## src/rtl/pwm_sample_sequencer_if.sv

```systemverilog
// ADC start/done handshake plus AXI-Stream result beat for pwm_sample_sequencer.
// master = sequencer side, slave = ADC driver / FOC datapath side.
interface pwm_sample_sequencer_if #(
  parameter int NUM_CH    = 3,
  parameter int ADC_WIDTH = 12,
  parameter int CH_W      = 3
);
  logic                        adc_start;
  logic [CH_W-1:0]             adc_ch;
  logic                        adc_done;
  logic [ADC_WIDTH-1:0]        adc_data;
  logic [NUM_CH*ADC_WIDTH-1:0] m_axis_tdata;
  logic                        m_axis_tvalid;
  logic                        m_axis_tready;

  modport master (
    output adc_start, adc_ch, m_axis_tdata, m_axis_tvalid,
    input  adc_done, adc_data, m_axis_tready
  );

  modport slave (
    input  adc_start, adc_ch, m_axis_tdata, m_axis_tvalid,
    output adc_done, adc_data, m_axis_tready
  );
endinterface

```

## src/rtl/pwm_sample_sequencer.sv

```systemverilog
// PWM-synchronous ADC sequencer: one trigger -> NUM_CH conversions -> one AXI-Stream beat.
// Optional SAMPLE_SEQ_OVERSAMPLE_EN: two conversions per channel, slot holds their floor average.
module pwm_sample_sequencer #(
  parameter int NUM_CH    = 3,
  parameter int ADC_WIDTH = 12,
  parameter int CH_W      = 3,
  parameter int TIMEOUT   = 200,
  parameter int TMR_W     = 16
) (
  input  logic clk,
  input  logic rstn,
  input  logic trig,
  input  logic fault_clr,
  output logic overrun,
  output logic fault,
  pwm_sample_sequencer_if.master bus
);

  localparam logic [1:0] S_IDLE  = 2'd0;
  localparam logic [1:0] S_START = 2'd1;
  localparam logic [1:0] S_WAIT  = 2'd2;
  localparam logic [1:0] S_OUT   = 2'd3;

  localparam int                DW       = NUM_CH * ADC_WIDTH;
  localparam logic [CH_W-1:0]   LAST_IDX = CH_W'(NUM_CH - 1);
  localparam logic [TMR_W-1:0]  TMO_LAST = TMR_W'(TIMEOUT - 1);

  logic [1:0]       state_q, state_d;
  logic [CH_W-1:0]  idx_q, idx_d;
  logic [TMR_W-1:0] timer_q, timer_d;
  logic [DW-1:0]    tdata_q, tdata_d;
  logic             overrun_q, overrun_d;
  logic             fault_q, fault_d;
  logic             timeout_hit;

`ifdef SAMPLE_SEQ_OVERSAMPLE_EN
  logic                 pass_q, pass_d;
  logic [ADC_WIDTH-1:0] first_q, first_d;

  function automatic logic [ADC_WIDTH-1:0] avg2(input logic [ADC_WIDTH-1:0] a,
                                                input logic [ADC_WIDTH-1:0] b);
    logic [ADC_WIDTH:0] sum;
    sum = {1'b0, a} + {1'b0, b};
    return sum[ADC_WIDTH:1];
  endfunction
`endif

  always_comb begin
    state_d     = state_q;
    idx_d       = idx_q;
    timer_d     = timer_q;
    tdata_d     = tdata_q;
    timeout_hit = 1'b0;
    overrun_d   = trig && (state_q != S_IDLE);
`ifdef SAMPLE_SEQ_OVERSAMPLE_EN
    pass_d      = pass_q;
    first_d     = first_q;
`endif

    case (state_q)
      S_IDLE: begin
        timer_d = '0;
`ifdef SAMPLE_SEQ_OVERSAMPLE_EN
        pass_d  = 1'b0;
`endif
        if (trig && !fault_q) begin
          state_d = S_START;
          idx_d   = '0;
        end
      end
      // timer counts from the START cycle, so the window is measured from adc_start
      S_START: begin
        timer_d = timer_q + 1'b1;
        state_d = S_WAIT;
      end
      S_WAIT: begin
        if (bus.adc_done) begin
          timer_d = '0;
`ifdef SAMPLE_SEQ_OVERSAMPLE_EN
          if (!pass_q) begin
            first_d = bus.adc_data;
            pass_d  = 1'b1;
            state_d = S_START;
          end else begin
            pass_d = 1'b0;
            tdata_d[int'(idx_q)*ADC_WIDTH +: ADC_WIDTH] = avg2(first_q, bus.adc_data);
            if (idx_q == LAST_IDX) begin
              state_d = S_OUT;
            end else begin
              idx_d   = idx_q + 1'b1;
              state_d = S_START;
            end
          end
`else
          tdata_d[int'(idx_q)*ADC_WIDTH +: ADC_WIDTH] = bus.adc_data;
          if (idx_q == LAST_IDX) begin
            state_d = S_OUT;
          end else begin
            idx_d   = idx_q + 1'b1;
            state_d = S_START;
          end
`endif
        end else if (timer_q == TMO_LAST) begin
          // partial frame is abandoned; slots keep whatever was captured
          timeout_hit = 1'b1;
          timer_d     = '0;
          idx_d       = '0;
          state_d     = S_IDLE;
        end else begin
          timer_d = timer_q + 1'b1;
        end
      end
      S_OUT: begin
        if (bus.m_axis_tready) begin
          idx_d   = '0;
          state_d = S_IDLE;
        end
      end
      default: begin
        state_d = S_IDLE;
        idx_d   = '0;
        timer_d = '0;
      end
    endcase

    if (fault_clr) begin
      fault_d = 1'b0;
    end else if (timeout_hit) begin
      fault_d = 1'b1;
    end else begin
      fault_d = fault_q;
    end
  end

  always_ff @(posedge clk) begin
    if (!rstn) begin
      state_q   <= S_IDLE;
      idx_q     <= '0;
      timer_q   <= '0;
      tdata_q   <= '0;
      overrun_q <= 1'b0;
      fault_q   <= 1'b0;
`ifdef SAMPLE_SEQ_OVERSAMPLE_EN
      pass_q    <= 1'b0;
`endif
    end else begin
      state_q   <= state_d;
      idx_q     <= idx_d;
      timer_q   <= timer_d;
      tdata_q   <= tdata_d;
      overrun_q <= overrun_d;
      fault_q   <= fault_d;
`ifdef SAMPLE_SEQ_OVERSAMPLE_EN
      pass_q    <= pass_d;
`endif
    end
  end

`ifdef SAMPLE_SEQ_OVERSAMPLE_EN
  always_ff @(posedge clk) begin
    first_q <= first_d;
  end
`endif

  assign bus.adc_start     = (state_q == S_START);
  assign bus.adc_ch        = idx_q;
  assign bus.m_axis_tvalid = (state_q == S_OUT);
  assign bus.m_axis_tdata  = tdata_q;
  assign overrun           = overrun_q;
  assign fault             = fault_q;

endmodule

```

## src/flat_wrapper.sv

```systemverilog
// flat-port wrapper written by rule: the top's interface ports become plain ports
module pwm_sample_sequencer_flat 
#(
  parameter int NUM_CH    = 3,
  parameter int ADC_WIDTH = 12,
  parameter int CH_W      = 3,
  parameter int TIMEOUT   = 200,
  parameter int TMR_W     = 16
)
  (clk, rstn, trig, fault_clr, overrun, fault, bus_adc_start, bus_adc_ch, bus_m_axis_tdata, bus_m_axis_tvalid, bus_adc_done, bus_adc_data, bus_m_axis_tready);
  pwm_sample_sequencer_if #(.NUM_CH(NUM_CH), .ADC_WIDTH(ADC_WIDTH), .CH_W(CH_W)) bus_i ();
  input  logic clk;
  input  logic rstn;
  input  logic trig;
  input  logic fault_clr;
  output logic overrun;
  output logic fault;
  output wire logic [$bits(bus_i.adc_start)-1:0] bus_adc_start;
  output wire logic [$bits(bus_i.adc_ch)-1:0] bus_adc_ch;
  output wire logic [$bits(bus_i.m_axis_tdata)-1:0] bus_m_axis_tdata;
  output wire logic [$bits(bus_i.m_axis_tvalid)-1:0] bus_m_axis_tvalid;
  input wire logic [$bits(bus_i.adc_done)-1:0] bus_adc_done;
  input wire logic [$bits(bus_i.adc_data)-1:0] bus_adc_data;
  input wire logic [$bits(bus_i.m_axis_tready)-1:0] bus_m_axis_tready;
  assign bus_adc_start = bus_i.adc_start;
  assign bus_adc_ch = bus_i.adc_ch;
  assign bus_m_axis_tdata = bus_i.m_axis_tdata;
  assign bus_m_axis_tvalid = bus_i.m_axis_tvalid;
  assign bus_i.adc_done = bus_adc_done;
  assign bus_i.adc_data = bus_adc_data;
  assign bus_i.m_axis_tready = bus_m_axis_tready;
  pwm_sample_sequencer #(.NUM_CH(NUM_CH), .ADC_WIDTH(ADC_WIDTH), .CH_W(CH_W), .TIMEOUT(TIMEOUT), .TMR_W(TMR_W)) u_core (.clk(clk), .rstn(rstn), .trig(trig), .fault_clr(fault_clr), .overrun(overrun), .fault(fault), .bus(bus_i));
endmodule
```

## config.mk

```make
export PLATFORM = sky130hd
export DESIGN_NAME = pwm_sample_sequencer_flat
export DESIGN_NICKNAME = d
export VERILOG_FILES = /design/src/rtl/pwm_sample_sequencer_if.sv /design/src/rtl/pwm_sample_sequencer.sv /design/src/flat_wrapper.sv
export SDC_FILE = /design/constraint.sdc
export NUM_CORES = 1
export LEC_CHECK = 0
export ABC_AREA = 1
export BUFFER_PORTS_ARGS = -buffer_cell sky130_fd_sc_hd__buf_4
export CAP_MARGIN = 20
export CORE_MARGIN = 2
export CORE_UTILIZATION = 57
export CTS_CLUSTER_DIAMETER = 80
export CTS_CLUSTER_SIZE = 25
export DETAILED_ROUTE_END_ITERATION = 7
export MAX_ROUTING_LAYER = met4
export PLACE_DENSITY = 0.8
export SYNTH_ARGS = -nofsm -noshare
export SYNTH_HDL_FRONTEND = slang
export SYNTH_SLANG_ARGS = --single-unit
```

## constraint.sdc

```tcl
create_clock -name clk -period 3.5 [get_ports clk]
set_clock_uncertainty 0.2 [all_clocks]
set_input_delay 0.175 -clock clk [delete_from_list [all_inputs] [get_ports clk]]
set_output_delay 0.175 -clock clk [all_outputs]
set_load 0.01 [all_outputs]
```

==> metrics, run 1 <==
achievable clock frequency=0.3269 GHz; TNS Setup=0 ps; IO Pins=61; Layout Nets=646; CTS max path bufs=2; IO Port Bufs=60; # DRC=0; Worst VDD drop=0.0004756 V; Max Cap Violations=0; area delta synth->final=20.13%; Hold Crit Class=in2reg; Core Area=6350 µm²; Final period util=87.40%; Slew Limit Fails=0; crit path capture type=flop; Post-Synthesis Cells=545; final setup vio count=0; syn avg cell area=6.830 µm²; Synth Warn #=0; crit-path most repeated cell=nand2_1; crit path cell chain=ha_1 -> fa_1 -> inv_1 -> nand2_1 -> nand2_4 -> nor3_1 -> ha_1 -> inv_2 -> nor2_2 -> nand3_4 -> clkinv_2 -> nand2_2 -> nand2_4 -> nand2_1 -> nand2_1 -> nor2_1; postcts setup bufs=0; routed vias/inst=5.545; grt ovf=0; die height=84.81 µm; Cell Area, Placed=4212 µm²; CTS Hold Bufs=6; ANT nets after route=0; Worst EP arrival=3110 ps; Slew HR=42.94%; CTS clk-pin slew, worst paths=80 ps; cell leakage power=2.069 nW; Post-Syn Area=3722 µm²; # fillers=552; diode count=0; Die Width=84.81 µm; EDFF count, synth=0; num rows=29; post-CTS sizing=0; initial core utilization=58.62%; CTS sink cnt=59; largest net degree at the start of global routing=39; all-layer global routing usage=29.38%; Main synth FF type=dfxtp_1; final hold slack=32.12 ps; vias in the first global route=3,607; clock root buffer=clkbuf_8; worst-skew pair later-pin latency=350 ps; first-pass GRT wire length=16,390 µm; H-tree depth=3; PD cells=776.3 nW/µm²; Synth async-reset ratio=0%; sequential-to-total area share from yosys stat=31.73%; Critical Path RT=3550 ps; Final Critical Period=3059 ps; length of the first detailed-routing pass in iterations=6; Total Power=0.003471 W; net count after synthesis=578; initial antenna violation count=0; DIE AREA=7193 µm²; RSZ-0062 raised after global routing=false; DP HPWL=7363 µm; Routed WL=9950 µm; share of cells above drive strength 1=20.71%; design area=4472 µm²; vias=3,854; status=finished clean; max incr delay on CP=430 ps; CTS tree=built; Worst Path Class, Setup=reg2reg; Initial DRC Count=264; Critical Path Start Type=flop; per-cell routed wire length=14.32 µm; flops & latches, synth=59; total CTS buffers=9; Worst-Margin Slew=850.1 ps; Netlist cell types=38; worst-path fanout max=9; CP max-delay cell=fa_1; Final GP Congestion=0.9835; final hold vios=0
-- cell usage after synthesis, types with 2 or more instances --
library cell	number	share of area, %
dfxtp_1	59	32
o21ai_0	44	5.9
and3_1	2	0.34
inv_4	2	0.34
nand2_2	11	1.8
inv_1	52	5.2
nor2_4	9	2.7
buf_2	4	0.54
nand2_4	7	2.1
o22ai_1	3	0.50
nand4_1	14	2.4
nor2_2	3	0.50
buf_6	4	1.2
nand3_1	39	5.2
inv_2	4	0.40
clkbuf_1	4	0.40
o21ai_1	8	1.1
ha_1	14	4.7
nor2_1	81	8.2
o21a_1	3	0.60
a21oi_1	20	2.7
nor3_1	16	2.2
xor2_1	10	2.4
nand2_1	114	11
nand3_2	5	1.3
-- state kept, by name (all words and copies together) (netlist names) --
name and cells:
u_core.state_q 2, u_core.bus.m_axis_tdata 36, u_core.bus.adc_ch 3, u_core.fault 1, u_core.overrun 1, u_core.timer_q 16
-- final timing paths --
kind,startpoint,endpoint,slack [ps],depth (start not counted)
worst max-delay path,u_core.bus.adc_ch[1],u_core.bus.m_axis_tdata[20],440,16
worst min-delay path,rstn,u_core.state_q[1],30,3
worst max register to register,u_core.bus.adc_ch[1],u_core.bus.m_axis_tdata[20],440,16
worst min register to register,u_core.timer_q[14],u_core.timer_q[14],280,2
-- cell type report --
cell class	count	area, µm²	share of cell area [%]
inverters	60	231.5	5.176
multi-input cells	413	2222	49.69
flip-flops and latches	59	1181	26.41
clock buffers	9	123.9	2.770
clock inverters	7	76.32	1.707
repair buffers	70	540.5	12.09
well taps	77	96.34	2.154
-- stage by stage --
step	cells	utilization, %	setup WS (ps)
after floorplan	545	-	508.0
after global placement	673	66.33	640.0
after detailed placement	673	66.33	498.4
after CTS	695	70.42	436.5
after global routing	695	70.42	204.7
final	695	70.42	441.2
-- cell usage in the layout (no fill, tap or decap), types with 2 or more instances in the layout --
| master | count |
|---|---|
| inv_4 | 2 |
| xor2_1 | 10 |
| nor2_1 | 81 |
| nand3_1 | 39 |
| nand2_1 | 114 |
| a21oi_1 | 20 |
| clkinv_2 | 2 |
| buf_4 | 64 |
| inv_2 | 4 |
| clkbuf_8 | 9 |
| o21ai_0 | 44 |
| nor2_4 | 9 |
| o21ai_1 | 8 |
| nand2_4 | 7 |
| and3_1 | 2 |
| clkinvlp_4 | 2 |
| dlygate4sd3_1 | 6 |
| nor2_2 | 3 |
| nand3_2 | 5 |
| nor3_1 | 16 |
| o21a_1 | 3 |
| clkinv_4 | 2 |
| nand4_1 | 14 |
| ha_1 | 14 |
| dfxtp_1 | 59 |
| inv_1 | 52 |
| nand2_2 | 11 |
| o22ai_1 | 3 |
-- critical path, delay by kind of cell, from the launching register on --
| family | cells | cell delay (ps) |
|---|---|---|
| flops | 1 | 380 |
| fa+ha+maj | 3 | 1000 |
| simple gates | 10 | 1070 |
| buf+inv | 3 | 310 |
-- cell families (layout without fill, tap and decap cells) --
kind of cell / after synthesis / count (layout) / share of synthesized area (%)
simple gates: 305 / 305 / 40.00
compound gates: 82 / 82 / 11.87
buf+inv: 73 / 146 / 8.571
flops: 59 / 59 / 31.73
fa+ha+maj: 15 / 15 / 5.244
xor+xnor: 11 / 11 / 2.588
-- report_power, final --
group | leakage [nW] | switching, W | internal [W] | total, W
registers | 0.476 | 0.0000412 | 0.000715 | 0.000756
clock network | 0.0958 | 0.000310 | 0.000332 | 0.000642
logic | 1.50 | 0.00146 | 0.000612 | 0.00207
-- metal layers --
metal / wire [µm] / vias to the layer above / GRT usage (%)
li1: - / 1904 / -
met1: 4071 / 1726 / 34.06
met2: 4818 / 187 / 49.39
met3: 661 / 37 / 5.739
met4: 398 / 0 / 12.99
met5: 0 / - / -
(Power assumes the default switching activity.)
==> run 2, diff against run 1 <==
==> constraint.sdc (replaced) <==
create_clock -name clk -period 3.5 [get_ports clk]
set_clock_uncertainty 0.2 [all_clocks]
set_input_delay 0.525 -clock clk [delete_from_list [all_inputs] [get_ports clk]]
set_output_delay 0.525 -clock clk [all_outputs]
set_load 0.01 [all_outputs]
==> metrics, run 2 (synthesized netlist as in run 1, its figures left out) <==
status=finished clean; final hold vios=0 (unchanged); all-layer global routing usage=29.11% (-0.27 points); cell leakage power=2.041 nW (-1.3%); Worst EP arrival=3110 ps (about the same); Reg-to-Reg End=u_core.bus.m_axis_tdata[20]; CTS max path bufs=2 (unchanged); CTS Hold Bufs=0 (-6); IO Port Bufs=60 (unchanged); crit-path most repeated cell=nand2_1; most common cell after layout, fill and taps aside=nand2_1; Final GP Congestion=0.9835 (unchanged); diode count=0 (unchanged); max reg flops=36 (unchanged); grt ovf=0 (unchanged); initial core utilization=58.62% (unchanged); Cell Area, Placed=4212 µm² (unchanged); Final period util=87.26% (-0.13 points); design area=4412 µm² (-1.3%); crit path cell chain=ha_1 -> fa_1 -> inv_1 -> nand2_1 -> nand2_4 -> nor3_1 -> ha_1 -> inv_2 -> nor2_2 -> nand3_4 -> clkinv_2 -> nand2_2 -> nand2_4 -> nand2_1 -> nand2_1 -> nor2_1; per-cell routed wire length=14.32 µm (about the same); Critical Path RT=3550 ps (about the same); Layout Nets=640 (-0.93%); Slew HR=42.97% (about the same); total CTS buffers=9 (unchanged); DIE AREA=7193 µm² (unchanged); ANT nets after route=0 (unchanged); CTS tree=built; R2R Setup Slk=450 ps (about the same); initial antenna violation count=0 (unchanged); share of cells above drive strength 1=20.92% (+0.20 points); DP HPWL=7363 µm (unchanged); area delta synth->final=18.52%; post-CTS sizing=0 (unchanged); final setup vio count=0 (unchanged); vias=3,787 (-1.7%); CTS clk-pin slew, worst paths=80 ps (about the same); vias in the first global route=3,572 (-0.97%); worst-path fanout max=9 (unchanged); die height=84.81 µm (unchanged); CTS sink cnt=59 (unchanged); H-tree depth=3 (unchanged); num rows=29 (unchanged); Max Cap Violations=0 (unchanged); launch point of the worst path=u_core.bus.adc_ch[1]; cell class contributing the biggest share of worst-path delay=simple AND/OR/NAND/NOR gates; reg2reg path depth=16 (unchanged); postcts setup bufs=0 (unchanged); # DRC=0 (unchanged); Critical Path Start Type=flop; IO Pins=61 (unchanged); Core Util, Final=69.48% (-0.95 points); worst r2r src=u_core.bus.adc_ch[1]; routed vias/inst=5.496 (-0.88%); worst-skew pair later-pin latency=350 ps (about the same); first-pass GRT wire length=16,200 µm (-1.1%); crit path capture type=flop; commonest cells after routing, fill and taps aside=nand2_1 (114), nor2_1 (81), buf_4 (64); Core Area=6350 µm² (unchanged); clock root buffer=clkbuf_8; PD cells=785.3 nW/µm² (+1.2%); Worst-Margin Slew=849.7 ps (-0.4458 ps); achievable clock frequency=0.3274 GHz (+0.15%); largest net degree at the start of global routing=39 (unchanged); critical path depth=16 (unchanged); Hold Crit Class=in2reg; max incr delay on CP=430 ps (about the same); TNS Setup=0 ps (unchanged); Worst Path Class, Setup=reg2reg; Slew Limit Fails=0 (unchanged); Setup crit end=u_core.bus.m_axis_tdata[20]; Die Width=84.81 µm (unchanged); Routed WL=9869 µm (-0.81%); Worst VDD drop=0.0004725 V (-0.64%); Initial DRC Count=261 (-1.1%); length of the first detailed-routing pass in iterations=5 (-1); RSZ-0062 raised after global routing=false; worst path buffer plus inverter count=3 (unchanged); CP max-delay cell=fa_1; Final Critical Period=3054 ps (-4.633 ps); Total Power=0.003465 W (-0.20%)
==> run 2: cell count changes in the layout (fill, tap and decap cells not counted), sizes merged <==
cell         before  now
dlygate4sd3       6    0
==> run 2: tightest hold or removal path, cell delays in order <==
cell    delay, ps
buf_4         110
inv_1          60
nor3_1         50
==> run 2: metal layers <==
layer | vias to the layer above | global-route usage, % | wire length (µm) | part of all wire, %
li1 | 1890 | - | - | -
met1 | 1686 | 33.64 | 4041 | 41
met2 | 174 | 48.96 | 4795 | 49
met3 | 37 | 5.739 | 643 | 6.5
met4 | 0 | 12.99 | 388 | 3.9
met5 | - | - | 0 | 0
==> run 2: worst min-delay path by stage <==
stage	start	to	slack, ps	cells past startpoint
floorplan	u_core.timer_q[14]	u_core.timer_q[14]	250	2
global placement	u_core.timer_q[14]	u_core.timer_q[14]	270	2
detailed placement	u_core.timer_q[14]	u_core.timer_q[14]	260	2
CTS	fault_clr	u_core.fault	220	3
global route	trig	u_core.overrun	230	3
finish	trig	u_core.overrun	230	3
==> run 2: stage by stage <==
stage / setup slack, ps / instances / hold WS (ps)
floorplan: 508.0 / 545 / 253.6
global placement: 640.0 / 673 / 266.2
detailed placement: 498.4 / 673 / 264.5
CTS: 436.5 / 689 / 218.0
global route: 204.7 / 689 / 232.0
finish: 445.8 / 689 / 231.7
==> run 2: final cells by class <==
| cell class | instances | area (µm²) |
|---|---|---|
| Clock buffer | 9 | 123.9 |
| Clock inverter | 7 | 76.32 |
| Fill cell | 568 | 1938 |
| Inverter | 60 | 231.5 |
| Multi-Input combinational cell | 413 | 2222 |
| Sequential cell | 59 | 1181 |
| Tap cell | 77 | 96.34 |
| Timing Repair Buffer | 64 | 480.5 |
==> run 2: power by group <==
group	internal [W]	switching, W	total [W]
Combinational	0.000608	0.00146	0.00207
Clock	0.000332	0.000310	0.000642
Sequential	0.000715	0.0000407	0.000756
